--- config.mk ---
export PLATFORM = sky130hd
export DESIGN_NAME = rvv_alu_seq_flat
export DESIGN_NICKNAME = d
export VERILOG_FILES = /design/src/rtl/rvv_pkg.sv /design/src/rtl/rvv_alu_seq_if.sv /design/src/rtl/rvv_alu_lane.sv /design/src/rtl/rvv_alu_seq.sv /design/src/flat_wrapper.sv
export SDC_FILE = /design/constraint.sdc
export NUM_CORES = 1
export LEC_CHECK = 0
export CAP_MARGIN = 20
export CORE_AREA = 2 2 289 291
export DETAILED_ROUTE_END_ITERATION = 10
export DIE_AREA = 0 0 291 293
export SLEW_MARGIN = 20
export SYNTH_ARGS = -nofsm -noshare
export SYNTH_HDL_FRONTEND = slang
export SYNTH_HIERARCHICAL = 1
export SYNTH_SLANG_ARGS = --single-unit
--- constraint.sdc ---
create_clock -name clk -period 23.5 [get_ports clk]
set_input_delay 4.7 -clock clk [delete_from_list [all_inputs] [get_ports clk]]
set_output_delay 4.7 -clock clk [all_outputs]
set_load 0.01 [all_outputs]
--- src/rtl/rvv_pkg.sv ---
// Shared encodings for the vector integer ALU: opcodes, operand types, SEW codes and FSM states.
package rvv_pkg;

  localparam logic [5:0] OP_VADD  = 6'b000000;
  localparam logic [5:0] OP_VSUB  = 6'b000010;
  localparam logic [5:0] OP_VRSUB = 6'b000011;
  localparam logic [5:0] OP_VAND  = 6'b001001;
  localparam logic [5:0] OP_VOR   = 6'b001010;
  localparam logic [5:0] OP_VXOR  = 6'b001011;

  localparam logic [2:0] OPT_VV = 3'b001;
  localparam logic [2:0] OPT_VX = 3'b010;
  localparam logic [2:0] OPT_VI = 3'b100;

  localparam logic [2:0] SEW_8  = 3'b000;
  localparam logic [2:0] SEW_16 = 3'b001;
  localparam logic [2:0] SEW_32 = 3'b010;
  localparam logic [2:0] SEW_64 = 3'b011;

  typedef enum logic [1:0] {
    ST_IDLE = 2'd0,
    ST_RUN  = 2'd1,
    ST_FIN  = 2'd2
  } state_e;

  function automatic logic op_legal(input logic [5:0] op);
    case (op)
      OP_VADD, OP_VSUB, OP_VRSUB, OP_VAND, OP_VOR, OP_VXOR: op_legal = 1'b1;
      default:                                               op_legal = 1'b0;
    endcase
  endfunction

endpackage

--- src/rtl/rvv_alu_seq_if.sv ---
// Request/response bundle between the register-file read side and the sequenced vector ALU.
interface rvv_alu_seq_if #(
  parameter int unsigned VLEN = 128,
  parameter int unsigned VL_W = $clog2(VLEN / 8) + 1
);
  logic            start;
  logic [5:0]      opcode;
  logic [2:0]      op_type;
  logic [2:0]      vsew;
  logic [VL_W-1:0] vl;
  logic            vm;
  logic [VLEN-1:0] v0;
  logic [VLEN-1:0] vs1_in;
  logic [VLEN-1:0] vs2_in;
  logic [VLEN-1:0] vd_old;
  logic [63:0]     rs1;
  logic [4:0]      imm;
  logic            busy;
  logic            done;
  logic            illegal;
  logic [VLEN-1:0] vd;

  modport master (
    output start, opcode, op_type, vsew, vl, vm, v0, vs1_in, vs2_in, vd_old, rs1, imm,
    input  busy, done, illegal, vd
  );

  modport slave (
    input  start, opcode, op_type, vsew, vl, vm, v0, vs1_in, vs2_in, vd_old, rs1, imm,
    output busy, done, illegal, vd
  );
endinterface

--- src/rtl/rvv_alu_lane.sv ---
// One CW-bit chunk slice: bitwise logic ops, or a ripple adder whose carry restarts at element starts.
module rvv_alu_lane
  import rvv_pkg::*;
#(
  parameter int unsigned CW = 8
) (
  input  logic [CW-1:0] a,
  input  logic [CW-1:0] b,
  input  logic [5:0]    op,
  input  logic          cin,
  input  logic [CW-1:0] seg_start,
  output logic [CW-1:0] result,
  output logic          cout
);

  logic [CW-1:0] x;
  logic [CW-1:0] y;
  logic          cin0;
  logic          c;

  always_comb begin
    x      = b;
    y      = a;
    cin0   = 1'b0;
    c      = cin;
    result = '0;
    // Subtractions are add-with-complement; carry-in of 1 completes the two's complement.
    case (op)
      OP_VSUB:  begin y = ~a; cin0 = 1'b1; end
      OP_VRSUB: begin x = a;  y = ~b; cin0 = 1'b1; end
      default:  ;
    endcase
    for (int k = 0; k < int'(CW); k++) begin
      if (seg_start[k]) c = cin0;
      case (op)
        OP_VAND: result[k] = a[k] & b[k];
        OP_VOR:  result[k] = a[k] | b[k];
        OP_VXOR: result[k] = a[k] ^ b[k];
        default: result[k] = x[k] ^ y[k] ^ c;
      endcase
      c = (x[k] & y[k]) | (c & (x[k] ^ y[k]));
    end
    cout = c;
  end

endmodule

--- src/rtl/rvv_alu_seq.sv ---
// Multi-lane vector integer ALU: walks a VLEN-bit register CW*NL bits per cycle with
// masking, tail-undisturbed write-back and a carry register chaining wide elements across cycles.
module rvv_alu_seq
  import rvv_pkg::*;
#(
  parameter int unsigned VLEN          = 128,
  parameter int unsigned LANE_WIDTH    = 3,
  parameter int unsigned NB_LANES_LOG2 = 1,
  parameter int unsigned VL_W          = $clog2(VLEN / 8) + 1
) (
  input logic          clk,
  input logic          resetn,
  rvv_alu_seq_if.slave bus
);

  localparam int unsigned CW         = 1 << LANE_WIDTH;
  localparam int unsigned NL         = 1 << NB_LANES_LOG2;
  localparam int unsigned CHUNK_LOG2 = LANE_WIDTH + NB_LANES_LOG2;
  localparam int unsigned CHUNK      = 1 << CHUNK_LOG2;
  localparam int unsigned NCHUNK     = VLEN / CHUNK;
  localparam int unsigned PTR_W      = (NCHUNK > 1) ? $clog2(NCHUNK) : 1;
  localparam int unsigned IDX_W      = $clog2(VLEN);
  localparam int unsigned BITS_W     = IDX_W + 1;

  state_e             state_q;
  logic               busy_q, done_q, illegal_q, carry_q;
  logic [PTR_W-1:0]   ptr_q, last_q;
  logic [5:0]         op_q;
  logic [2:0]         sew_q;
  logic [VLEN-1:0]    a_q, b_q, wmask_q, vd_q;

  logic               bad_c;
  logic [2:0]         sew_log2_c;
  logic [5:0]         emask_c;
  logic [BITS_W-1:0]  max_el_c, vl_c, bits_c;
  logic [PTR_W-1:0]   last_c;
  logic [63:0]        scal_c;
  logic [VLEN-1:0]    a_c, wmask_c;
  logic [IDX_W-1:0]   elem_c;

  // Decode and pre-expand the request so RUN only slices latched vectors.
  always_comb begin
    bad_c      = !op_legal(bus.opcode) || (bus.vsew > SEW_64) ||
                 ((bus.op_type != OPT_VV) && (bus.op_type != OPT_VX) && (bus.op_type != OPT_VI));
    sew_log2_c = 3'(bus.vsew[1:0]) + 3'd3;
    emask_c    = 6'((7'd1 << sew_log2_c) - 7'd1);
    max_el_c   = BITS_W'(VLEN) >> sew_log2_c;
    vl_c       = (BITS_W'(bus.vl) > max_el_c) ? max_el_c : BITS_W'(bus.vl);
    bits_c     = vl_c << sew_log2_c;
    last_c     = PTR_W'((bits_c - BITS_W'(1)) >> CHUNK_LOG2);
    scal_c     = (bus.op_type == OPT_VX) ? bus.rs1 : {{59{bus.imm[4]}}, bus.imm};
    a_c        = '0;
    wmask_c    = '0;
    elem_c     = '0;
    for (int j = 0; j < int'(VLEN); j++) begin
      a_c[j]     = (bus.op_type == OPT_VV) ? bus.vs1_in[j] : scal_c[6'(j) & emask_c];
      elem_c     = IDX_W'(j) >> sew_log2_c;
      wmask_c[j] = (BITS_W'(elem_c) < vl_c) && (bus.vm || bus.v0[elem_c]);
    end
  end

  logic [IDX_W-1:0]  base_c, gidx_c, smask_c;
  logic [CHUNK-1:0]  a_ch, b_ch, m_ch, old_ch, seg_c, res_c;
  logic [NL:0]       carry_chain;

  always_comb begin
    base_c  = IDX_W'(ptr_q) << CHUNK_LOG2;
    smask_c = IDX_W'((32'd1 << sew_q) - 32'd1);
    a_ch    = a_q[base_c +: CHUNK];
    b_ch    = b_q[base_c +: CHUNK];
    m_ch    = wmask_q[base_c +: CHUNK];
    old_ch  = vd_q[base_c +: CHUNK];
    seg_c   = '0;
    gidx_c  = '0;
    for (int k = 0; k < int'(CHUNK); k++) begin
      gidx_c   = base_c + IDX_W'(k);
      seg_c[k] = ((gidx_c & smask_c) == '0);
    end
  end

  assign carry_chain[0] = carry_q;

  for (genvar l = 0; l < int'(NL); l++) begin : g_lane
    rvv_alu_lane #(.CW(CW)) u_lane (
      .a         (a_ch[l*CW +: CW]),
      .b         (b_ch[l*CW +: CW]),
      .op        (op_q),
      .cin       (carry_chain[l]),
      .seg_start (seg_c[l*CW +: CW]),
      .result    (res_c[l*CW +: CW]),
      .cout      (carry_chain[l+1])
    );
  end

  always_ff @(posedge clk) begin
    if (!resetn) begin
      state_q   <= ST_IDLE;
      busy_q    <= 1'b0;
      done_q    <= 1'b0;
      illegal_q <= 1'b0;
      carry_q   <= 1'b0;
      ptr_q     <= '0;
      last_q    <= '0;
      op_q      <= '0;
      sew_q     <= '0;
      a_q       <= '0;
      b_q       <= '0;
      wmask_q   <= '0;
      vd_q      <= '0;
    end else begin
      done_q <= 1'b0;
      case (state_q)
        ST_IDLE: begin
          if (bus.start) begin
            op_q      <= bus.opcode;
            sew_q     <= sew_log2_c;
            a_q       <= a_c;
            b_q       <= bus.vs2_in;
            wmask_q   <= wmask_c;
            last_q    <= last_c;
            vd_q      <= bus.vd_old;
            ptr_q     <= '0;
            carry_q   <= 1'b0;
            illegal_q <= bad_c;
            if (bad_c || (vl_c == '0)) begin
              state_q <= ST_FIN;
            end else begin
              state_q <= ST_RUN;
              busy_q  <= 1'b1;
            end
          end
        end
        ST_RUN: begin
          vd_q[base_c +: CHUNK] <= (res_c & m_ch) | (old_ch & ~m_ch);
          carry_q <= carry_chain[NL];
          ptr_q   <= ptr_q + PTR_W'(1);
          if (ptr_q == last_q) begin
            busy_q  <= 1'b0;
            state_q <= ST_FIN;
          end
        end
        ST_FIN: begin
          done_q  <= 1'b1;
          state_q <= ST_IDLE;
        end
        default: state_q <= ST_IDLE;
      endcase
    end
  end

  assign bus.busy    = busy_q;
  assign bus.done    = done_q;
  assign bus.illegal = illegal_q;
  assign bus.vd      = vd_q;

endmodule

--- src/flat_wrapper.sv ---
// flat-port wrapper written by rule: the top's interface ports become plain ports
module rvv_alu_seq_flat import rvv_pkg::*;
#(
  parameter int unsigned VLEN          = 128,
  parameter int unsigned LANE_WIDTH    = 3,
  parameter int unsigned NB_LANES_LOG2 = 1,
  parameter int unsigned VL_W          = $clog2(VLEN / 8) + 1
)
  (clk, resetn, bus_start, bus_opcode, bus_op_type, bus_vsew, bus_vl, bus_vm, bus_v0, bus_vs1_in, bus_vs2_in, bus_vd_old, bus_rs1, bus_imm, bus_busy, bus_done, bus_illegal, bus_vd);
  rvv_alu_seq_if #(.VLEN(VLEN), .VL_W(VL_W)) bus_i ();
  input logic clk;
  input logic resetn;
  input wire logic [$bits(bus_i.start)-1:0] bus_start;
  input wire logic [$bits(bus_i.opcode)-1:0] bus_opcode;
  input wire logic [$bits(bus_i.op_type)-1:0] bus_op_type;
  input wire logic [$bits(bus_i.vsew)-1:0] bus_vsew;
  input wire logic [$bits(bus_i.vl)-1:0] bus_vl;
  input wire logic [$bits(bus_i.vm)-1:0] bus_vm;
  input wire logic [$bits(bus_i.v0)-1:0] bus_v0;
  input wire logic [$bits(bus_i.vs1_in)-1:0] bus_vs1_in;
  input wire logic [$bits(bus_i.vs2_in)-1:0] bus_vs2_in;
  input wire logic [$bits(bus_i.vd_old)-1:0] bus_vd_old;
  input wire logic [$bits(bus_i.rs1)-1:0] bus_rs1;
  input wire logic [$bits(bus_i.imm)-1:0] bus_imm;
  output wire logic [$bits(bus_i.busy)-1:0] bus_busy;
  output wire logic [$bits(bus_i.done)-1:0] bus_done;
  output wire logic [$bits(bus_i.illegal)-1:0] bus_illegal;
  output wire logic [$bits(bus_i.vd)-1:0] bus_vd;
  assign bus_i.start = bus_start;
  assign bus_i.opcode = bus_opcode;
  assign bus_i.op_type = bus_op_type;
  assign bus_i.vsew = bus_vsew;
  assign bus_i.vl = bus_vl;
  assign bus_i.vm = bus_vm;
  assign bus_i.v0 = bus_v0;
  assign bus_i.vs1_in = bus_vs1_in;
  assign bus_i.vs2_in = bus_vs2_in;
  assign bus_i.vd_old = bus_vd_old;
  assign bus_i.rs1 = bus_rs1;
  assign bus_i.imm = bus_imm;
  assign bus_busy = bus_i.busy;
  assign bus_done = bus_i.done;
  assign bus_illegal = bus_i.illegal;
  assign bus_vd = bus_i.vd;
  rvv_alu_seq #(.VLEN(VLEN), .LANE_WIDTH(LANE_WIDTH), .NB_LANES_LOG2(NB_LANES_LOG2), .VL_W(VL_W)) u_core (.clk(clk), .resetn(resetn), .bus(bus_i));
endmodule
# Yosys cells after proc, flatten, opt, wreduce, memory -nomap -nowiden

Index checks and enable logic that the tools add are counted.

$add $sub $neg: 21
Multipliers: 0
Divide/modulo/power cells: 0
Order comparisons: 321
Eq/ne operators: 21
Shift-type cells: 138
Multiplexer cells: 566
Bitwise logic cells: 152
Reduce and logical (&&, ||, !) cells: 288

Operators with widths:

| cell                     | number |
|---|---|
| $lt 7x8->1               | 128 |
| $lt 7x8->1 const B       | 128 |
| $bmux 1 s7               | 128 |
| $shiftx 128x8->16        | 4 |
| $shr 7x3->7 const A      | 64 |
| $mux 1                   | 348 |
| $pmux 128 s2             | 1 |
| $lt 6x7->1 const B       | 32 |
| $shr 6x3->7 const A      | 32 |
| $logic_or 1x1->1         | 131 |
| $logic_and 1x1->1        | 130 |
| $bwmux 128               | 1 |
| $mux 128                 | 1 |
| $shift 16x9->128 const A | 1 |
| $shiftx 16x9->128        | 1 |
| $and 7x7->7              | 16 |
| $logic_not 7->1          | 16 |
| $lt 5x7->1 const B       | 16 |
| $shr 5x3->7 const A      | 16 |
| $mux 64                  | 1 |
| $bmux 1 s3               | 20 |
| $bmux 1 s4               | 15 |
| $add 7x4->7 const B      | 8 |
| $lt 4x7->1 const B       | 8 |
| other kinds (60)         | 261 |

Flip-flop bits (word level): 533
Bits in latches: 0
Memory bits (writable): 0
ROM bits: 0
Memories kept: 0

# Logic depth before layout (Yosys ltp)

Gate-level depths: netlist (run 1).

Depth in word-level cells: 57
Mapped depth: 59
Depth with buffers taken out: 56

# Modules after synthesis

Netlist (run 1), hierarchy kept.

By module, submodules not included:

| module       | instances | cells each | area an instance (um2) | sequential area each (um2) |
|---|---|---|---|---|
| rvv_alu_seq  | 1         | 2916       | 24837.6                | 8428.1 |
| rvv_alu_lane | 2         | 149        | 1197.4                 | 0.0 |

# Worst setup path after synthesis (run 1)

No wires, ideal clock.

Kind: register to register
From: register u_core.ptr_q[1]
To: register u_core.vd_q[111] (netlist: u_core/bus.vd[111])
Setup time: 0.123 ns
Data arrival time: 10.850 ns
Slack: 12.527 ns
Stages on the path, launching flop included: 60
Path buffers: 5
Path through: dfxtp_1 -> buf_2 -> buf_2 -> buf_1 -> buf_1 -> clkbuf_1 -> mux4_2 -> nand2_1 -> nand2_1 -> nand2_1 -> o2111ai_1 -> o21ai_0 -> fa_1 -> mux2i_1 -> fa_1 -> nor2_1 -> a21oi_1 -> fa_1 -> (+24 left out) -> nor2_1 -> a21oi_1 -> fa_1 -> nor2_1 -> a21oi_1 -> fa_1 -> nor2_1 -> a21oi_1 -> fa_1 -> o21ai_0 -> fa_1 -> nor2_1 -> a31oi_1 -> o221a_2 -> nor2_1 -> a31oi_1 -> a221oi_1 -> nor2b_1

Word-level cells in the longest chain between the ends: 56

RTL lines:

| item                            | line               | RTL |
|---|---|---|
| start: declaration              | rvv_alu_seq.sv:27  | `logic [PTR_W-1:0] ptr_q, last_q;` |
| start signal: assignment        | rvv_alu_seq.sv:136 | `ptr_q <= ptr_q + PTR_W'(1);` |
| $shiftx 128x8->16 (*)           | rvv_alu_seq.sv:70  | `b_ch = b_q[base_c +: CHUNK];` |
| named net u_core.b_ch[0]        | rvv_alu_seq.sv:63  | `logic [CHUNK-1:0] a_ch, b_ch, m_ch, old_ch, seg_c, res_c;` |
| $not 8->8                       | rvv_alu_lane.sv:30 | `OP_VRSUB: begin x = a; y = ~b; cin0 = 1'b1; end` |
| $pmux 8 s2                      | rvv_alu_lane.sv:28 | `case (op)` |
| $xor 1x1->1                     | rvv_alu_lane.sv:41 | `c = (x[k] & y[k]) \| (c & (x[k] ^ y[k]));` |
| $and 1x1->1                     | rvv_alu_lane.sv:41 |  |
| $or 1x1->1 (*)                  | rvv_alu_lane.sv:41 |  |
| $mux 1 (*)                      | rvv_alu_lane.sv:34 | `if (seg_start[k]) c = cin0;` |
| (+20 left out)                  | -                  |  |
| named net u_core.carry_chain[1] | rvv_alu_seq.sv:64  | `logic [NL:0] carry_chain;` |
| (+22 left out)                  | -                  |  |
| $xor 1x1->1 (*)                 | rvv_alu_lane.sv:39 | `default: result[k] = x[k] ^ y[k] ^ c;` |
| $pmux 1 s3 (*)                  | rvv_alu_lane.sv:35 | `case (op)` |
| named net u_core.res_c[15]      | rvv_alu_seq.sv:63  |  |
| $and 16x16->16 (*)              | rvv_alu_seq.sv:134 | `vd_q[base_c +: CHUNK] <= (res_c & m_ch) \| (old_ch & ~m_ch);` |
| $or 16x16->16 (*)               | rvv_alu_seq.sv:134 |  |
| $shiftx 16x9->128 (*)           | rvv_alu_seq.sv:134 |  |
| $bwmux 128 (*)                  | rvv_alu_seq.sv:134 |  |
| $pmux 128 s2 (*)                | rvv_alu_seq.sv:112 | `case (state_q)` |
| end signal: assignment          | rvv_alu_seq.sv:121 | `vd_q <= bus.vd_old;` |
| end signal: indexed assignment  | rvv_alu_seq.sv:134 |  |
| end: declaration                | rvv_alu_seq.sv:30  | `logic [VLEN-1:0] a_q, b_q, wmask_q, vd_q;` |

The timed path passes the listed nets; every way through them passes the cells marked *.
A chain may end at the register's enable or synchronous reset.

# Worst setup path after layout (run 1)

From: register u_core.ptr_q[1]
To: register u_core.vd_q[47] (netlist: u_core/bus.vd[47])

RTL lines:

| item                            | line               | RTL |
|---|---|---|
| $shiftx 128x8->16 (*)           | rvv_alu_seq.sv:69  | `a_ch = a_q[base_c +: CHUNK];` |
| named net u_core.a_ch[1]        | rvv_alu_seq.sv:63  |  |
| $not 8->8                       | rvv_alu_lane.sv:29 | `OP_VSUB: begin y = ~a; cin0 = 1'b1; end` |
| $pmux 8 s2                      | rvv_alu_lane.sv:28 |  |
| $xor 1x1->1                     | rvv_alu_lane.sv:41 |  |
| $and 1x1->1                     | rvv_alu_lane.sv:41 |  |
| $or 1x1->1 (*)                  | rvv_alu_lane.sv:41 |  |
| $mux 1 (*)                      | rvv_alu_lane.sv:34 |  |
| (+17 left out)                  | -                  |  |
| named net u_core.carry_chain[1] | rvv_alu_seq.sv:64  |  |
| (+22 left out)                  | -                  |  |
| $xor 1x1->1 (*)                 | rvv_alu_lane.sv:39 |  |
| $pmux 1 s3 (*)                  | rvv_alu_lane.sv:35 |  |
| named net u_core.res_c[15]      | rvv_alu_seq.sv:63  |  |
| $and 16x16->16 (*)              | rvv_alu_seq.sv:134 |  |
| $or 16x16->16 (*)               | rvv_alu_seq.sv:134 |  |
| $shiftx 16x9->128 (*)           | rvv_alu_seq.sv:134 |  |
| $bwmux 128 (*)                  | rvv_alu_seq.sv:134 |  |
| $pmux 128 s2 (*)                | rvv_alu_seq.sv:112 |  |

Marks and branches as above.

==> qor.csv, run 1 <==
metric;value;unit
status;completed;
synth unique cells;84;
final setup margin;11.10;ns
TritonCTS buffer count;49;
reg-to-reg endpoint;u_core/bus.vd[47];
# DRC;0;
final hold vios;0;
post-route ant nets;0;
clock tree sinks;421;
CP endpoint;u_core/bus.vd[47];
vias per inst;5.81;
Iter 0 DRT Violations;2957;
critical path class;reg2reg;
commonest non-fill, non-tap cells in the layout;clkdlybuf4s50_1 (619), nand2_1 (597), dfxtp_1 (417);
leakage;13.3;nW
Post-Syn Area;27200;sq um
Area Growth Syn to Fin;31.1;%
PortBufs;620;
syn avg cell area;8.47;sq um
TritonRoute pass-1 iters;6;
grt ovf;0;
vias in the first global route;26400;
via count of the routed design;27600;
initial core utilization;33.3;%
CP startpoint kind;flip-flop;
CP required;24.00;ns
number of enable flip-flop cells after synthesis;0;
final WL;121000;microns
Setup WS pre-CTS;11.20;ns
Setup crit start;u_core/ptr_q[1];
chip height;293;microns
unrepaired setup endpoints after global routing;no;
slowest CP cell;a31oi_1;
largest net degree at the start of global routing;166;
post-DR wirelength/cell;25.5;microns
Slew headroom;23.8;%
Tot GR Track Use;27.5;%
reg2reg path depth;53;
Seq. cell area;8440;sq um
Slew Limit Fails;0;
Cell Rows;105;
GPL Wtd Cong;0.976;
Hold-fix buffers, CTS;0;
CTS tree;yes;
final core utilization;43.6;%
CP Capture Type;flip-flop;
dpl cell area;34100;sq um
Crit path top cell by count;fa_1;
Seq/Total Area, Yosys;30.9;%
H-Tree Depth;2;
CTS max path bufs;3;
NumNets Final;4336;
syn nets;3898;
first-pass GRT wire length;179000;microns
Fin Setup TNS;0;ns
minimum clock period;12.40;ns
Worst-path clk slew;0.06;ns
CP peak stage delay;0.76;ns
layout cells sized above 1;10.2;%
Syn Inst Count;3214;
# fillers;8273;
core box area;81800;sq um
worst r2r src;u_core/ptr_q[1];
Setup Skew;0.0224;ns
Most used DFF post-synth;dfxtp_1;
Tcrit/Tclk final;52.8;%
post-CTS setup buffer count;0;
ys async rst share;0;%
detailed placer's ending HPWL;88600;microns
Max-Cap Viols;0;
antenna violations before repair;5;
Total Die Area;85300;sq um
r2r setup slk;11.10;ns
Worst VDD drop;0.0000439;V
Ys Warns;14;
commonest non-fill, non-tap cell in the layout;clkdlybuf4s50_1;
die width;291;microns
Setup violations, final;0;
max frequency;80.6;MHz
Multi-input gate area;17400;sq um
post-route cell area;35700;sq um
largest fanout on the critical path;29;
HP Class;reg2reg;
worst-margin pin slew;1.14;ns
P per Cell Area;59.6;nW/um^2
IO Pins;733;
worst path arrival time;12.90;ns
cts repair resizes;0;
register bit count reported by yosys;421;
Clk Latency, worst-skew pair;0.59;ns
Root Driver;clkbuf_16;
worst min-delay path by stage:
| stage | cells past startpoint | to | start | slack [ns] |
|---|---|---|---|---|
| 2_1_floorplan | 2 | u_core/a_q[87] | u_core/a_q[87] | 0.42 |
| 6_report | 2 | u_core/a_q[87] | u_core/a_q[87] | 0.45 |
| 5_1_grt | 2 | u_core/b_q[68] | u_core/b_q[68] | 0.48 |
| 3_5_place_dp | 2 | u_core/a_q[87] | u_core/a_q[87] | 0.44 |
| 3_3_place_gp | 2 | u_core/a_q[91] | u_core/a_q[91] | 0.43 |
| 4_1_cts | 2 | u_core/a_q[87] | u_core/a_q[87] | 0.45 |
stage by stage:
stage	hold slack [ns]	power, mW	std cells
after global routing	0.482	2.22	4756
after floorplan	0.420	1.11	3214
after CTS	0.449	2.13	4753
after detailed placement	0.442	1.37	4671
final	0.449	2.13	4756
after global placement	0.435	1.36	4671
cell families (layout without fill, tap and decap cells):
kind of cell,Yosys count,in the layout,synth area share [%]
muxes,247,247,16.1
adders and majority gates,82,82,4.21
and+or+nand+nor,1079,1079,18.2
DFF,421,421,30.9
other,0,3,0
buffers and inverters,373,842,5.56
AOI/OAI and AO/OA,1003,1003,24.7
xor gates and xnor gates,9,9,0.289
power breakdown:
group | internal, mW | switching (mW) | total, mW
Sequential | 0.767 | 0.0355 | 0.802
Clock | 0.445 | 0.319 | 0.764
Combinational | 0.254 | 0.307 | 0.561
flip-flops by register name, indices dropped and copies added (netlist names):
name,count
u_core/a_q,128
u_core/b_q,128
u_core/bus.busy,1
u_core/bus.done,1
u_core/bus.illegal,1
u_core/bus.vd,128
u_core/carry_q,1
u_core/last_q,3
u_core/op_q,6
u_core/ptr_q,3
u_core/sew_q,3
u_core/state_q,2
u_core/wmask_q,16
per-layer routing:
metal  wire length, microns  GRT usage [%]  vias to the layer above
met3                  10200           5.29                      181
li1                       -              -                    12600
met4                   4170           9.02                        4
met2                  54500           43.3                     1329
met5                     20              0                        -
met1                  52100           37.7                    13500
Yosys cell counts, drive strengths merged (5+ instances only):
cell type | number | area (sq um)
inv | 73 | 274
a22o | 5 | 43.8
mux4 | 151 | 3400
xnor2 | 7 | 61.3
nand3 | 52 | 285
o211a | 6 | 60.1
a221oi | 109 | 973
mux2i | 72 | 724
o31ai | 5 | 37.5
dfxtp | 421 | 8430
nand2 | 598 | 2240
a21oi | 239 | 1200
o221ai | 25 | 269
a31oi | 67 | 419
a21boi | 167 | 1250
nor2 | 132 | 498
nor3 | 12 | 60.1
nor2b | 105 | 657
and2 | 40 | 250
mux2 | 24 | 270
o221a | 14 | 158
and3 | 106 | 663
nand2b | 5 | 31.3
a211oi | 42 | 330
a311oi | 7 | 61.3
o211ai | 30 | 225
o2111ai | 7 | 61.3
buf | 77 | 403
fa | 16 | 320
or2 | 5 | 31.3
clkbuf | 220 | 827
a211o | 5 | 43.8
o21ai | 223 | 1120
ha | 66 | 826
worst max-delay path, delay by kind of cell, from the launching register on:
family                     cells  cell delay, ns
adders and majority gates     15            5.38
AOI/OAI and AO/OA             17            2.56
and+or+nand+nor               15            1.66
buffers and inverters          2            1.03
muxes                          4            0.98
DFF                            1            0.65
cell type report:
cell class / instances / share of cell area, %
multi-input cells: 2420 / 48.6
flip-flops and latches: 421 / 23.6
repair buffers: 684 / 18.8
clock buffers: 74 / 4.07
well taps: 1070 / 3.75
inverters: 76 / 0.799
clock inverters: 8 / 0.291
diodes: 3 / 0.0210
(Power assumes the default switching activity.)
==> run 2: changes to the inputs <==
==> constraint.sdc (replaced) <==
create_clock -name clk -period 12.3 [get_ports clk]
set_input_delay 2.46 -clock clk [delete_from_list [all_inputs] [get_ports clk]]
set_output_delay 2.46 -clock clk [all_outputs]
set_load 0.01 [all_outputs]
==> run 2 against run 1 <==
Highest routed layer unchanged. Critical path type unchanged. Largest cell class unchanged. Critical path depth is 2 higher. Die area stayed put. Clock-buffer cell count is 6 lower.
==> qor.csv, run 2 (synthesis results as in run 1) <==
metric;value;unit;change
Area Growth Syn to Fin;31.8;%;
layout cells sized above 1;10.7;%;+0.55 points
critical path class;reg2reg;;
Crit path top cell by count;fa_1;;
minimum clock period;11.54;ns;-0.864 ns
switch share;31.0;%;-0.12 points
Iter 0 DRT Violations;2919;;-1.3%
clock tree sinks;421;;unchanged
CP peak stage delay;0.50;ns;-0.26 ns
grt ovf;0;;unchanged
r2r setup slk;0.76;ns;-10.34 ns
commonest non-fill, non-tap cell in the layout;clkdlybuf4s50_1;;
Worst VDD drop;0.0000873;V;+99%
status;completed;;
Reg power frac;36.9;%;-0.8 points
TritonCTS buffer count;49;;unchanged
TritonRoute pass-1 iters;6;;unchanged
chip height;293;microns;unchanged
Slew Limit Fails;0;;unchanged
# DRC;0;;unchanged
vias per inst;5.81;;about the same
worst path arrival time;12.02;ns;-0.88 ns
die width;291;microns;unchanged
CTS tree;yes;;
post-route ant nets;0;;unchanged
commonest non-fill, non-tap cells in the layout;clkdlybuf4s50_1 (619), nand2_1 (597), dfxtp_1 (417);;
Root Driver;clkbuf_16;;
PortBufs;620;;unchanged
Cell Rows;105;;unchanged
CP startpoint kind;flip-flop;;
leakage;13.4;nW;+0.73%
Tcrit/Tclk final;93.8;%;+41 points
worst-margin pin slew;1.19;ns;+0.0512 ns
Multi-input gate area;17400;sq um;+0.14%
Sw Pwr;1.29;mW;+95%
Worst-path clk slew;0.06;ns;about the same
vias in the first global route;26300;;-0.47%
IO Pins;733;;unchanged
CP Capture Type;flip-flop;;
max frequency;86.7;MHz;+7.5%
Max-Cap Viols;0;;unchanged
Gate power share;25.8;%;-0.6 points
Fin Setup TNS;0;ns;unchanged
HP Class;reg2reg;;
H-Tree Depth;2;;unchanged
Tot GR Track Use;27.1;%;-0.30 points
first-pass GRT wire length;177000;microns;-1.1%
P per Cell Area;116;nW/um^2;+94%
clock group share of total power;37.3;%;+1.4 points
Total Die Area;85300;sq um;unchanged
initial core utilization;33.3;%;unchanged
Int Pwr;2.87;mW;+96%
GPL Wtd Cong;0.953;;-2.4%
Setup Skew;0.0233;ns;+0.000960 ns
Seq. cell area;8440;sq um;unchanged
largest fanout on the critical path;11;;-62%
Setup violations, final;0;;unchanged
detailed placer's ending HPWL;88900;microns;+0.34%
antenna violations before repair;7;;+2
post-DR wirelength/cell;25.3;microns;-0.47%
via count of the routed design;27700;;+0.33%
largest net degree at the start of global routing;182;;+9.6%
hold_ws;0.457;ns;+0.00825 ns
Hold-fix buffers, CTS;0;;unchanged
NumNets Final;4337;;+0.023%
CTS max path bufs;3;;unchanged
final hold vios;0;;unchanged
slowest CP cell;or3_1;;
final WL;121000;microns;-0.24%
Clk Latency, worst-skew pair;0.60;ns;about the same
core box area;81800;sq um;unchanged
Slew headroom;20.0;%;-3.8 points
CP required;12.78;ns;-11.22 ns
# fillers;8145;;-1.5%
[run 2: cell count changes in the layout (fill, tap and decap cells not counted), moves of 2 or more]
cell / previous run / this run
a31oi_1: 66 / 64
clkbuf_8: 9 / 13
clkinvlp_4: 1 / 3
clkinv_2: 2 / 11
clkbuf_1: 14 / 4
a31oi_2: 1 / 3
bufinv_16: 2 / 4
diode_2: 3 / 6
[run 2: per-stage QoR]
stage          worst slack, ns  instances  power, mW  instance area [sq um]  utilization, %
6_report                 0.764       4767       4.16                  35900            43.8
5_1_grt                -0.0484       4767       4.32                  35900            43.8
2_1_floorplan             1.33       3214       2.12                  27200               -
3_3_place_gp             0.618       4672       2.61                  34100            41.7
4_1_cts                  0.478       4761       4.17                  35800            43.8
3_5_place_dp             0.545       4672       2.61                  34100            41.7
[run 2: worst paths after layout]
check                        from           endpoint  cells past startpoint
hold / removal     u_core/a_q[91]     u_core/a_q[91]                      2
setup / recovery  u_core/sew_q[2]  u_core/bus.vd[95]                     55
setup reg to reg  u_core/sew_q[2]  u_core/bus.vd[95]                     55
hold reg to reg    u_core/a_q[91]     u_core/a_q[91]                      2
[run 2: critical path, delay by kind of cell, from the launching register on]
family          cells  cell delay [ns]
fa+ha+maj          17             5.92
simple gates       15             2.25
compound gates     18             2.07
mux                 4             0.65
flops               1             0.41
buf+inv             1             0.13
[run 2: power groups by stage]
| stage | Combinational (mW) | Clock (mW) | Sequential, mW |
|---|---|---|---|
| finish | 1.07 | 1.55 | 1.53 |
| global route | 1.15 | 1.63 | 1.54 |
| CTS | 1.06 | 1.58 | 1.53 |
| detailed placement | 1.05 | 0 | 1.56 |
| global placement | 1.05 | 0 | 1.56 |
| floorplan | 0.572 | 0 | 1.55 |
[run 2: what timing repair did]
item / CTS / global route
hold endpoints to repair: 0 / 0
gates resized for setup: 0 / 3
setup buffers: 0 / 0
setup endpoints to repair: 0 / 8
[run 2: per-layer routing]
metal	share of wire, %	GRT usage, %	vias to the layer above
li1	-	-	12600
met1	42	36.7	13400
met2	46	43.7	1446
met3	8.5	4.73	184
met4	3.5	9.26	2
met5	0.011	0	-
[run 2: final cells by class]
cell class | instances | share of cell area (%)
antenna | 6 | 0.0418
multi-input combinational | 2420 | 48.4
timing repair buffer | 685 | 18.7
sequential | 421 | 23.5
clock inverter | 21 | 0.676
inverter | 76 | 0.795
clock buffer | 68 | 4.10
tap | 1070 | 3.73
